### src/rtl/alu_stack.sv
// alu_stack: operand-stack front end for a combinational ALU.
//
// This block holds a LIFO of WIDTH-bit values. On an ALU command it drives the
// ALU operation and operands from the top of the stack. On the same clock edge
// it replaces those operands with the ALU result.
//
// Ports:
//   i_clk, i_rst     clock; synchronous active-high reset
//   i_valid          command strobe
//   i_cmd            0=NOP, 1=PUSH, 2=ALU1 (unary), 3=ALU2 (binary)
//   i_op             ALU operation code, passed through on ALU1/ALU2
//   i_data           value pushed on PUSH
//   o_op             operation presented to the ALU (0 when not issuing)
//   o_arg0, o_arg1   ALU operands
//   i_result         combinational result returned by the ALU
//   o_tos            top-of-stack value (0 when empty)
//   o_depth          current element count
//   o_empty, o_full  depth == 0 / depth == DEPTH
//   o_err            sticky overflow/underflow flag, cleared only by reset
module alu_stack #(
  parameter int WIDTH = 8,
  parameter int DEPTH = 8
) (
  input  logic                       i_clk,
  input  logic                       i_rst,
  input  logic                       i_valid,
  input  logic [1:0]                 i_cmd,
  input  logic [3:0]                 i_op,
  input  logic [WIDTH-1:0]           i_data,
  output logic [3:0]                 o_op,
  output logic [WIDTH-1:0]           o_arg0,
  output logic [WIDTH-1:0]           o_arg1,
  input  logic [WIDTH-1:0]           i_result,
  output logic [WIDTH-1:0]           o_tos,
  output logic [$clog2(DEPTH):0]     o_depth,
  output logic                       o_empty,
  output logic                       o_full,
  output logic                       o_err
);

  localparam int AW = $clog2(DEPTH);
  localparam int DW = AW + 1;

  localparam logic [1:0] CMD_NOP  = 2'd0;
  localparam logic [1:0] CMD_PUSH = 2'd1;
  localparam logic [1:0] CMD_ALU1 = 2'd2;
  localparam logic [1:0] CMD_ALU2 = 2'd3;

  logic [WIDTH-1:0] stack_mem [DEPTH];
  logic [DW-1:0]    depth;
  logic             err;

  logic [AW-1:0]    tos_idx;
  logic [AW-1:0]    nos_idx;
  logic [WIDTH-1:0] tos_val;
  logic [WIDTH-1:0] nos_val;

  logic             push_ok;
  logic             alu1_ok;
  logic             alu2_ok;
  logic             wr_en;
  logic [AW-1:0]    wr_idx;
  logic [WIDTH-1:0] wr_data;
  logic [DW-1:0]    depth_nxt;
  logic             err_nxt;

  // The indices use modular arithmetic on the low AW bits. When depth == DEPTH,
  // the low bits are 0, and 0 - 1 wraps to DEPTH-1, which is the correct TOS.
  assign tos_idx = depth[AW-1:0] - AW'(1);
  assign nos_idx = depth[AW-1:0] - AW'(2);

  // Contents of unused slots are never exposed: an empty stack reads as 0.
  assign tos_val = (depth >= DW'(1)) ? stack_mem[tos_idx] : '0;
  assign nos_val = (depth >= DW'(2)) ? stack_mem[nos_idx] : '0;

  assign push_ok = (depth < DW'(DEPTH));
  assign alu1_ok = (depth >= DW'(1));
  assign alu2_ok = (depth >= DW'(2));

  // ALU drive: combinational from the current state and the inputs.
  always_comb begin
    o_op   = 4'd0;
    o_arg0 = tos_val;
    o_arg1 = '0;
    if (i_valid && i_cmd == CMD_ALU1) begin
      o_op = i_op;
    end else if (i_valid && i_cmd == CMD_ALU2) begin
      o_op   = i_op;
      o_arg0 = nos_val;
      o_arg1 = tos_val;
    end
  end

  // Command decode: illegal commands leave the stack untouched and raise err.
  always_comb begin
    wr_en     = 1'b0;
    wr_idx    = tos_idx;
    wr_data   = i_result;
    depth_nxt = depth;
    err_nxt   = err;
    if (i_valid) begin
      unique case (i_cmd)
        CMD_NOP: ;
        CMD_PUSH: begin
          if (push_ok) begin
            wr_en     = 1'b1;
            wr_idx    = depth[AW-1:0];
            wr_data   = i_data;
            depth_nxt = depth + DW'(1);
          end else begin
            err_nxt = 1'b1;
          end
        end
        CMD_ALU1: begin
          if (alu1_ok) begin
            wr_en = 1'b1;
          end else begin
            err_nxt = 1'b1;
          end
        end
        CMD_ALU2: begin
          if (alu2_ok) begin
            wr_en     = 1'b1;
            wr_idx    = nos_idx;
            depth_nxt = depth - DW'(1);
          end else begin
            err_nxt = 1'b1;
          end
        end
        default: ;
      endcase
    end
  end

  // State boundary: control registers (reset) and storage (not reset).
  always_ff @(posedge i_clk) begin
    if (i_rst) begin
      depth <= '0;
      err   <= 1'b0;
    end else begin
      depth <= depth_nxt;
      err   <= err_nxt;
    end
  end

  // Reset discards a command issued in the same cycle, so it also gates the write.
  always_ff @(posedge i_clk) begin
    if (wr_en && !i_rst) begin
      stack_mem[wr_idx] <= wr_data;
    end
  end

  assign o_tos   = tos_val;
  assign o_depth = depth;
  assign o_empty = (depth == '0);
  assign o_full  = (depth == DW'(DEPTH));
  assign o_err   = err;

endmodule

### config.mk
export PLATFORM = sky130hd
export DESIGN_NAME = alu_stack
export DESIGN_NICKNAME = d
export VERILOG_FILES = /design/src/rtl/alu_stack.sv
export SDC_FILE = /design/constraint.sdc
export NUM_CORES = 1
export LEC_CHECK = 0
export ABC_AREA = 0
export ABC_CLOCK_PERIOD_IN_PS = 4700
export BUFFER_PORTS_ARGS = -buffer_cell sky130_fd_sc_hd__buf_2
export CAP_MARGIN = 10
export CORE_MARGIN = 3
export CORE_UTILIZATION = 36
export CTS_CLUSTER_SIZE = 10
export DETAILED_ROUTE_END_ITERATION = 10
export PLACE_DENSITY = 0.62
export SLEW_MARGIN = 40
export SYNTH_ARGS = -nofsm -noshare
export SYNTH_HDL_FRONTEND = slang
export SYNTH_SLANG_ARGS = --single-unit
### constraint.sdc
create_clock -name i_clk -period 4.7 [get_ports i_clk]
set_input_delay 0.94 -clock i_clk [delete_from_list [all_inputs] [get_ports i_clk]]
set_output_delay 0.94 -clock i_clk [all_outputs]
set_load 0.005 [all_outputs]
* After elaboration in Yosys (flattened, before gate mapping)
Memory sizes are Yosys's and may differ from the RTL's.
Cells that the tools add are included.
** Storage, ports and cells
- Register bits after elaboration :: 5
- Bits in writable memories :: 64
- Output and inout port bits :: 35
- Memories :: 1
** Cells by class
- Add/sub/neg operators :: 4
- $lt $le $gt $ge :: 3
- Eq/ne operators :: 9
- Mux-type cells :: 29
- Reduce and logical (&&, ||, !) cells :: 9
** Memory list
- stack_mem :: words 8, width 8, rd ports 2, clocked after memory_dff 0, write ports 1, line 49 : logic [WIDTH-1:0] stack_mem [DEPTH];
** Operators with widths (number)
- 8-bit two-way mux :: 9
- 4-bit two-way mux :: 4
- 2-bit inequality test (second input constant) :: 5
- 1-bit two-way mux :: 9
- 3-bit two-way mux :: 3
- 4-bit one-hot mux with 2 select lines :: 1
- 1-bit one-hot mux with 3 select lines :: 2
- 3-bit one-hot mux with 2 select lines :: 1
- 5-bit AND reduction :: 1
- 4-bit by 1-bit adder with 4-bit output (second input constant) :: 1
- 2-bit == test (second input constant) :: 2
- 4-bit == test (second input constant) :: 1
- 4-bit by 1-bit >= comparator with 1-bit output (second input constant) :: 1
- 4-bit by 2-bit >= comparator with 1-bit output (second input constant) :: 1
- 4-bit logical NOT :: 1
- 4-bit less-than comparator (second input constant) :: 1
- 4-bit AND reduction :: 1
- 4-bit by 1-bit subtractor with 4-bit output (second input constant) :: 1
- 1-bit logical AND :: 3
- 3-bit nonzero test :: 1
- 3-bit by 1-bit subtractor with 3-bit output (second input constant) :: 1
- 3-bit by 2-bit subtractor with 3-bit output (second input constant) :: 1
- 2-bit by 1-bit == test with 1-bit output (second input constant) :: 1
- 2-bit nonzero test :: 1
- 1-bit logical NOT :: 1

* Longest topological paths before layout
- Depth after elaboration :: 7
- Mapped depth :: 9
- Mapped depth without buffers :: 6

* Worst setup path after synthesis
No wires, ideal clock.
- Kind :: register to register
- From :: reg depth[0] (netlist: o_depth[0])
- To :: mem stack_mem[7][0], enable pin
- Library setup time :: 0.398 ns
- Arrival time :: 2.931 ns
- Setup slack :: 1.371 ns
- Stages on the path, launching flop included :: 9
- Path buffers :: 2
- Clock period less this slack :: 3.329 ns
- Cell sequence :: dfxtp_1 buf_4 buf_2 inv_1 ha_1 a2111oi_4 mux2i_1 a21oi_1 nor4b_1
** Between the ends
- Cells in the longest elaborated chain, start to end :: 7
** Ends and longest elaborated chain
- start, declared :: line 50 : logic [DW-1:0] depth;
- start signal, assigned :: line 141 : depth <= depth_nxt;
- 4-bit by 2-bit >= comparator with 1-bit output (tied with other cells) :: line 78 : assign alu2_ok = (depth >= DW'(2));
- 1-bit two-way mux, on equally long branches :: line 122, 105, 115
- 1-bit one-hot mux with 3 select lines :: line 102 : unique case (i_cmd)
- 1-bit two-way mux :: line 101 : if (i_valid) begin
- 1-bit logical AND :: line 148 : if (wr_en && !i_rst) begin
- 1-bit two-way mux :: line 148
- 1-bit two-way mux (implied by the code) :: line 149 : stack_mem[wr_idx] <= wr_data;
- end, declared :: line 49
Several ways; a longest one is shown, not always the timed one.

* Worst setup path after layout
- From :: reg depth[0] (netlist: o_depth[0])
- To :: out o_arg1[7]
** Between the ends
- Cells in the longest elaborated chain, start to end :: 5
** Ends and longest elaborated chain
- 3-bit by 1-bit subtractor with 3-bit output :: line 69 : assign tos_idx = depth[AW-1:0] - AW'(1);
- memory 8 x 8 bit
- 8-bit two-way mux * :: line 73 : assign tos_val = (depth >= DW'(1)) ? stack_mem[tos_idx] : '0;
- 8-bit two-way mux * :: line 87 : end else if (i_valid && i_cmd == CMD_ALU2) begin
- 8-bit two-way mux * :: line 85 : if (i_valid && i_cmd == CMD_ALU1) begin
- end, declared :: line 32 : output logic [WIDTH-1:0] o_arg1,
Every way passes the cells marked *; elsewhere a longest branch is shown, timed or not.

==> run metrics <==
later-pin clock latency in the skew report=0.34 ns; WL per Instance=20.18 µm; Top delay family on crit path=simple AND/OR/NAND/NOR gates; Max Cap Viol=0; final setup vio count=0; Worst Path Buf+Inv=2; row cnt=36; post-CTS resize count=0; Pwr Total=1.495 mW; initial antenna violation count=0; kind of critical path=reg2out; hold_sp=o_err; initial core utilization=37.97%; overall track demand over capacity in global routing=16.46%; IO Pins=60; crit share post-route=76.49%; Worst setup SP type=flip-flop; 1st-iter DRT viols=183; dominant synthesized flop cell=edfxtp_1; post-route cell area=4507 µm²; Final WS setup=1.105 ns; #FFs+latches synth=69; reg2reg path depth=7; Area Growth Syn to Fin=18.18%; DP Worst Slack=1.356 ns; Max FO, Critical Path=39; Vias/cell=5.496; top-count cell post-synth=edfxtp_1; Async SR Flop Fraction=0%; DRC=0; DR pass1 iterations=4; Layout Nets=346; worst r2r dst=stack_mem[6][6]; DPL Wire Length=6.112 mm; CTS Hold Bufs=0; CTS clk-pin slew, worst paths=0.07 ns; arrival time worst endpoint=2.65 ns; worst path cell trace=buf_4, ha_1, nor4b_2, nand2b_1, nor2_1, buf_2; worst r2r src=o_depth[2]; area leader, netlist=edfxtp_1; fmax=278.2 MHz; syn nets=285; total number of vias=2473; Post-synth EDFFs=64; R2R Setup Slk=1.44 ns; run status=finished clean; placed instance area=4317 µm²; Synth area leaders=edfxtp_1 50%, mux4_2 19%, mux2i_1 4.7%; Hold Path Depth=1; critical path's slowest cell=nand2b_1; Setup crit end kind=primary output; WHS Endpoint=o_err; antenna cells=0; top cell type's share of synthesized area=50.39%; width of the die=108.9 µm; CTS buffer count=9; Final Hold Violating Endpoints=0; H-tree levels=3; Die ar.=11860 µm²; Final GP Congestion=0.7868; grt total ovfl=0; most frequent cells after synthesis=64 x edfxtp_1, 32 x mux4_2, 24 x nor2_1; Hold WC Path Type=reg2reg; PwrDens=331.8 nW/µm²; final core occ=44.87%; min Tclk post-route=3.595 ns; pin count of the biggest net entering global routing=40; count of cell types in the netlist=45; CTS root buffer=clkbuf_8; Placed Cells=435; Worst-Margin Slew=0.8109 ns; Mapped Area=3814 µm²; Slew Viols, Final=0; Clock Path Buffers=2; slew margin rel.=45.89%; unrepaired setup endpoints after global routing=false; share of layout cells above drive strength 1=44.16%; core box area=10040 µm²; CTS Sinks=69; maximum VDD drop=0.0001449 V; Worst Path Required=3.76 ns; Cell Count, Final, Fillers Out=450; critical path's largest stage delay=0.59 ns; register area share after synthesis=53.02%; Lkg Pwr=1.643 nW; skew final=0.006504 ns; WL final=9.083 mm; first-pass GRT wire length=13.99 mm; Fin Hold WS=0.4905 ns; Die Y-Extent=108.9 µm; Setup Buffers After CTS=0; Ys Warns=0; port buffer count=59; Post-Syn Instances=252; CTS tree=done; final antenna-violating net count=0; vias in the first global route=2513; average size of a mapped cell=15.13 µm²; Final TNS setup=0 ns
worst max-delay path by stage:
stage | startpoint | endpoint | slack (ns) | depth (start not counted)
after floorplan | o_depth[0] | stack_mem[7][0] | 1.37 | 8
after global placement | o_depth[1] | o_arg0[5] | 1.35 | 6
after detailed placement | o_depth[1] | o_arg0[1] | 1.36 | 6
after CTS | o_depth[1] | o_arg0[1] | 0.97 | 6
after global routing | o_depth[2] | o_arg0[4] | 0.87 | 6
final | o_depth[0] | o_arg1[7] | 1.11 | 6
final cells by class:
class / instances / area, µm²
clock buffers: 9 / 123.9
clock inverters: 6 / 63.81
fillers: 881 / 5538
inverters: 7 / 26.28
multi-input cells: 157 / 1733
flip-flops and latches: 69 / 2023
well taps: 133 / 166.4
repair buffers: 69 / 370.4
cell families (layout without fill, tap and decap cells):
kind of cell               count (synthesis)  after routing  synth area share [%]
DFF                                       69             69                 53.02
buffers and inverters                     26             91                 3.150
adders and majority gates                  8              8                 2.625
and+or+nand+nor                           60             60                 8.596
AOI/OAI and AO/OA                         27             27                 5.446
xor gates and xnor gates                   3              3                0.8860
muxes                                     59             59                 26.28
per-layer routing:
layer	track usage, %	share of wire [%]
met1	20.26	40
met2	28.11	50
met3	4.322	8.0
met4	5.500	1.9
met5	0	0
report_power, final:
| group | switching, mW | internal (mW) | total, mW |
|---|---|---|---|
| Combinational | 0.189 | 0.156 | 0.344 |
| Sequential | 0.00683 | 0.686 | 0.693 |
| Clock | 0.216 | 0.242 | 0.458 |
| Total | 0.412 | 1.08 | 1.50 |
registers in the layout (all words and copies together), names as in the netlist:
register   flops
o_err          1
stack_mem     64
o_depth        4
layout by cell type, fill, tap and decap left out, types with 2 or more instances in the layout:
master / count
edfxtp_1: 64
buf_2: 59
mux4_2: 32
nor2_1: 24
mux2i_1: 18
buf_4: 10
mux2_2: 9
clkbuf_8: 9
o22ai_1: 8
inv_1: 7
ha_1: 7
nand2_1: 6
nor4b_2: 5
and3_1: 5
a21oi_1: 5
dfxtp_1: 4
nor2b_1: 3
nor3_1: 2
nand4_1: 2
a211oi_1: 2
o21ai_0: 2
nand3_1: 2
nor4_2: 2
xnor2_1: 2
No activity file was read; power rests on OpenSTA's default activity.
